### src/rtl/demux_1to4_rr_dispatch.sv
// Flow-controlled 1-to-4 word dispatcher with one-entry channel registers.
// Channel choice is round-robin with burst length and full-channel skipping, or addressed by in_sel.
module demux_1to4_rr_dispatch #(
  parameter int WIDTH     = 16,
  parameter int BURST_LEN = 1
) (
  input  logic             clk,
  input  logic             rst_n,
  input  logic             mode,
  input  logic             in_valid,
  output logic             in_ready,
  input  logic [WIDTH-1:0] in_data,
  input  logic [1:0]       in_sel,
  output logic [3:0]       out_valid,
  input  logic [3:0]       out_ready,
  output logic [WIDTH-1:0] out_data0,
  output logic [WIDTH-1:0] out_data1,
  output logic [WIDTH-1:0] out_data2,
  output logic [WIDTH-1:0] out_data3,
  output logic [1:0]       rr_ptr
);

  localparam int CNT_W = (BURST_LEN > 1) ? $clog2(BURST_LEN) : 1;

  logic [3:0]       r_valid;
  logic [WIDTH-1:0] r_data [4];
  logic [1:0]       r_ptr;
  logic [CNT_W-1:0] r_cnt;

  logic [3:0]       w_space;
  logic [1:0]       w_idx;
  logic [1:0]       w_rr_sel;
  logic [1:0]       w_sel;
  logic             w_ready;
  logic             w_accept;
  logic [1:0]       w_ptr_nxt;
  logic [CNT_W-1:0] w_cnt_nxt;

  assign w_space = ~r_valid | out_ready;

  // Descending scan so the lowest rotation offset from r_ptr with space wins.
  always_comb begin
    w_idx    = '0;
    w_rr_sel = r_ptr;
    for (int i = 3; i >= 0; i--) begin
      w_idx = r_ptr + 2'(i);
      if (w_space[w_idx]) begin
        w_rr_sel = w_idx;
      end
    end
  end

  always_comb begin
    w_sel   = w_rr_sel;
    w_ready = |w_space;
    if (mode) begin
      w_sel   = in_sel;
      w_ready = w_space[in_sel];
    end
  end

  assign w_accept = in_valid & w_ready;

  always_comb begin
    w_ptr_nxt = r_ptr;
    w_cnt_nxt = r_cnt;
    if (w_accept && !mode) begin
      if (w_sel == r_ptr) begin
        if ((32'(r_cnt) + 1) < BURST_LEN) begin
          w_cnt_nxt = r_cnt + 1'b1;
        end else begin
          w_ptr_nxt = w_sel + 2'd1;
          w_cnt_nxt = '0;
        end
      end else if (BURST_LEN == 1) begin
        w_ptr_nxt = w_sel + 2'd1;
        w_cnt_nxt = '0;
      end else begin
        // Skipped a full channel: the burst restarts on the channel actually used.
        w_ptr_nxt = w_sel;
        w_cnt_nxt = CNT_W'(1);
      end
    end
  end

  always_ff @(posedge clk or negedge rst_n) begin
    if (!rst_n) begin
      r_valid <= '0;
      r_ptr   <= '0;
      r_cnt   <= '0;
      for (int k = 0; k < 4; k++) begin
        r_data[k] <= '0;
      end
    end else begin
      r_ptr <= w_ptr_nxt;
      r_cnt <= w_cnt_nxt;
      for (int k = 0; k < 4; k++) begin
        if (w_accept && (w_sel == 2'(k))) begin
          r_valid[k] <= 1'b1;
          r_data[k]  <= in_data;
        end else if (out_ready[k]) begin
          r_valid[k] <= 1'b0;
        end
      end
    end
  end

  assign in_ready  = w_ready;
  assign out_valid = r_valid;
  assign out_data0 = r_data[0];
  assign out_data1 = r_data[1];
  assign out_data2 = r_data[2];
  assign out_data3 = r_data[3];
  assign rr_ptr    = r_ptr;

endmodule

### config.mk
export PLATFORM = sky130hd
export DESIGN_NAME = demux_1to4_rr_dispatch
export DESIGN_NICKNAME = d
export VERILOG_FILES = /design/src/rtl/demux_1to4_rr_dispatch.sv
export SDC_FILE = /design/constraint.sdc
export NUM_CORES = 1
export LEC_CHECK = 0
export ABC_AREA = 0
export CAP_MARGIN = 10
export CORE_AREA = 2 2 79 118
export DETAILED_ROUTE_END_ITERATION = 6
export DIE_AREA = 0 0 81 120
export PLACE_DENSITY_LB_ADDON = 0.12
export RECOVER_POWER = 25
export SLEW_MARGIN = 0
export SYNTH_ARGS = -nofsm -noshare
export SYNTH_HDL_FRONTEND = slang
export SYNTH_SLANG_ARGS = --single-unit
### constraint.sdc
create_clock -name clk -period 5 [get_ports clk]
set_input_delay 1 -clock clk [delete_from_list [all_inputs] [get_ports clk]]
set_output_delay 1 -clock clk [all_outputs]
set_load 0.03 [all_outputs]
# Yosys cells after proc, flatten, opt, wreduce, memory -nomap -nowiden
# Cells that the tools add are included.
# classes
mux,28
n_lt_le_gt_ge,6
n_eq_ne,5
n_mul,0
addsub,6
bitwise_logic,3
div,0
reduce_logical,13
shifts,0
# ops
cell,n
$mux W1,16
$lt A2 B3 Y1 const B,5
$mux W2,7
$bmux W1 S2,5
$reduce_bool A2 Y1,4
$logic_and A1 B1 Y1,5
$add A2 B1 Y2 const B,2
$add A2 B2 Y2 const B,2
$eq A2 B2 Y1 const B,2
$not A4 Y4,1
$or A4 B4 Y4,1
$reduce_or A4 Y1,1
$add A1 B1 Y2 const B,1
$eq A2 B1 Y1 const B,1
$eq A2 B2 Y1,1
$logic_not A2 Y1,1
$lt A2 B1 Y1 const B,1
$ne A2 B2 Y1 const B,1
$reduce_and A2 Y1,1
$add A1 B1 Y1 const B,1
$and A1 B1 Y1,1
$logic_not A1 Y1,1
# word_totals
in_bits,26
memories,0
latch_bits,0
out_inout_bits,71
mem_bits_rw,0
romBits,0
word_cells,71
register_bits,71

# Depth between registers and ports, before layout
# logic_depth
ltp_word,12
ltp_mapped,8
depth_no_buf,6

# Least setup slack after synthesis
# No wires, ideal clock.
# synth_timing
kind,input -> output
from,in out_ready[3]
to,out in_ready
t_required_ps,4000
setup_slack_ps,1916
cell_stages,4
arrival_ps,2084
path_buffers,0
cell_sequence,nor2b_1 > mux4_2 > and2_4 > nor2_1
# synth_via
elab_chain_cells,4
word_cells_on_any_way,5
classes_between,mux (3); bitwise (1); reduce/logical (1)
# synth_rtl
element,line,rtl
start: declaration,15,"input logic [3:0] out_ready,"
$or A4 B4 Y4 *,39,assign w_space = ~r_valid | out_ready;
$bmux W1 S2,58,w_ready = w_space[in_sel];
$mux W1 (implied by the code),58,
$mux W1 *,56,if (mode) begin
end: declaration,11,"output logic in_ready,"
# Every way passes the cells marked *; elsewhere a longest branch is shown, timed or not. The select of a mux whose other input is x is not followed.

# Worst setup path in the final report
# layout_timing
from,in in_sel[0]
to,out in_ready
# layout_via
elab_chain_cells,3
# layout_rtl
element,line,rtl
start: declaration,13,"input logic [1:0] in_sel,"
$bmux W1 S2,58,
$mux W1 (implied by the code),58,
$mux W1,56,
# Every way passes these cells. The select of a mux whose other input is x is not followed.

==> run_results.csv <==
group,metric,value,unit
detailed_routing,drt_first_pass_iters,4,
timing,final_max_slew_viol_count,35,
setup_path,slowest_delay,0.67,ns
synth,synthMuxAreaShare,0.290,
floorplanning,dieArea,9720,um2
cells_and_area,antenna_cells,0,
floorplanning,fp.dieW,81,um
synth,synth_compound_area_frac,0.0248,
setup_path,path_class,"in -> out",
detailed_routing,vias,1871,
global_routing,grt_max_degree,38,
timing,setup_viol,0,
synth,synth_xor_area_frac,0.00294,
clock_network,cts_setup_buffers,0,
timing,period_needed,3.99,ns
clock_network,clk_pin_slew_worst_paths,0.06,ns
clock_network,clock_path_buffers,2,
timing,fmax,0.250,GHz
synth,yosysTopAreaCell,"dfrtp_1",
synth,synth_top_flop_cell,"dfrtp_1",
power_and_ir_drop,power_density,775,nW/um2
placement,place.gp.congestion,0.757,
timing,rsz0062_at_grt,"no",
cells_and_area,drive_above_1_share,0.320,
synth,synth-seq-area-share,0.588,
clock_network,ctsResizeCount,0,
global_routing,grt_antenna_before_repair,0,
synth,syn_inst,185,
synth,synth_adder_area_share,0,
clock_network,h-tree-depth,3,
flow_run,max-cap-violations,1,
cells_and_area,n_fill_cell,832,
placement,port_buffers,96,
timing,worst_slack,1.01,ns
timing,tns,0,ns
cells_and_area,final_nets,313,
placement,dpl.hpwl,4600,um
synth,ys_ff_latch,70,
global_routing,gr-usage-all-layers,0.151,
clock_network,root_buffer,"clkbuf_16",
synth,synth_edf_count,0,
cells_and_area,syn_to_final_growth,43.4,%
setup_path,arrival,2.99,ns
floorplanning,core,8720,um2
detailed_routing,via_per_inst,4.67,
clock_network,cts_tree,"built",
synth,syn_area,2980,um2
setup_path,cp_slowest_cell,"clkdlybuf4s50_1",
timing,period_share,0.799,
clock_network,hold_buffers,0,
run_status,violations,"max-capacitance violations, max-slew violations",
synth,synth_top_family_by_area,"multiplexers",
synth,synth_top_cell_area_share,0.588,
synth,yosysMostFrequentCell,"dfrtp_1",
synth,synthTopCellsByArea,"dfrtp_1 59%, mux2_2 15%, mux2_4 13%, buf_6 1.9%, nor2b_2 0.88%",
power_and_ir_drop,max-vdd-ir-drop,0.363,mV
floorplanning,initial_core_util,0.341,
synth,yosys.area_share.simple,0.0639,
synth,ys_async_sr_fraction,1.00,
timing,slew_headroom,-0.192,
floorplanning,die_h,120,um
global_routing,grt_pass1_wl,10800,um
timing,tightest_slew,1.79,ns
synth,synth_cell_types,34,
setup_path,cp_cell_sequence,"clkdlybuf4s50_1 -> mux4_2 -> and2_4 -> nor2_1 -> clkdlybuf4s50_1",
synth,synth_common_cells,"70 x dfrtp_1, 39 x mux2_2, 26 x mux2_4, 5 x buf_6, 5 x nand2_1",
clock_network,numCtsBuffers,9,
power_and_ir_drop,p_leak,1.83,nW
global_routing,grt_pass1_vias,2042,
placement,dp_worst_setup_slack,0.998,ns
timing,hold_viol,0,
clock_network,cts.sinks,70,
synth,ys_warn_count,0,
clock_network,worst_skew_pair.late_latency,0.33,ns
floorplanning,rows,42,
floorplanning,io_pins,97,
setup_path,start_kind,"primary input",
run_status,status,"complete, but fails checks",
detailed_routing,antenna_left,0,
synth,avgSynthCellArea,16.1,um2
synth,syn_nets,211,
timing,skew,0.00806,ns
global_routing,grt-ovfl-total,0,
setup_path,critPathMaxFanout,3,
hold_path,hp-class,"reg -> reg",
detailed_routing,drc,0,
setup_path,path_common_cell,"clkdlybuf4s50_1",
detailed_routing,post_drt_wl_per_cell,16.9,um
detailed_routing,drt_iter0_markers,43,
detailed_routing,routed_wl,6780,um
setup_path,cp.required,4.00,ns
setup_path,end_kind,"primary output",
-- critical path, delay by kind of cell --
kind | cells | cell delay, ns
buffers and inverters | 2 | 1.19
multiplexers | 1 | 0.51
AND/OR/NAND/NOR | 2 | 0.28
-- routing by layer --
metal  part of all wire  global-route usage  up-vias
li1                   -                   -      864
met1               0.44               0.192      925
met2               0.47               0.226       76
met3              0.072              0.0549        6
met4              0.016              0.0689        0
met5                  0                   0        -
-- where the power goes --
part	switching (mW)	internal (mW)	total, mW
registers	0.166	0.851	1.02
clock network	0.229	0.344	0.573
logic	0.885	0.832	1.72
total	1.28	2.03	3.31
-- worst paths after layout --
kind,endpoint,slack (ns),from,depth (start not counted)
worst min-delay path,out_data3[14],0.50,out_data3[14],1
worst min register to register,out_data3[14],0.50,out_data3[14],1
min in group asynchronous,out_data3[10],1.15,rst_n,1
worst max register to register,out_data3[5],2.22,out_valid[0],6
max in group asynchronous,out_data2[12],2.52,rst_n,2
worst max-delay path,in_ready,1.01,in_sel[0],5
-- through the flow --
| stage | utilization | hold slack (ns) | power [mW] | cell area [um2] | instances |
|---|---|---|---|---|---|
| 2_1_floorplan | - | 0.689 | 2.06 | 2980 | 185 |
| 3_3_place_gp | 0.459 | 0.491 | 2.75 | 4000 | 386 |
| 3_5_place_dp | 0.459 | 0.493 | 2.76 | 4000 | 386 |
| 4_1_cts | 0.490 | 0.508 | 3.36 | 4270 | 401 |
| 5_1_grt | 0.489 | 0.513 | 3.48 | 4270 | 401 |
| 6_report | 0.489 | 0.504 | 3.31 | 4270 | 401 |
-- cells in the final DEF, fill, tap and decap left out, types with 2 or more instances in the layout --
master            n
clkbuf_1          2
clkinv_2          3
or2_2             2
nand3_1           2
mux2_2           39
nor3_1            2
nand2b_1          3
clkbuf_16         9
nor2_1            4
nor2b_2           3
or2_1             2
mux2_4           26
nand2_1           5
clkdlybuf4s50_1  95
buf_4             3
dfrtp_1          70
-- state kept, by name (all words and copies together) (netlist names) --
name,cells
out_data0,16
rr_ptr,2
out_data2,16
out_valid,4
out_data3,16
out_data1,16
-- final cells by class --
class / instances / area, um2 / share of cell area
tap: 110 / 138 / 0.0322
timing repair buffer: 99 / 977 / 0.229
clock buffer: 11 / 243 / 0.0569
sequential: 70 / 1750 / 0.410
clock inverter: 4 / 23.8 / 0.00557
multi-input combinational: 107 / 1140 / 0.266
-- cell families (layout without fill, tap and decap cells) --
logic type,Yosys count,after routing
AO/OA/AOI/OAI,8,8
XOR/XNOR,1,1
buffers and inverters,8,114
flip-flops,70,70
multiplexers,67,67
AND/OR/NAND/NOR,31,31
Power figures use the tool's default switching activity.
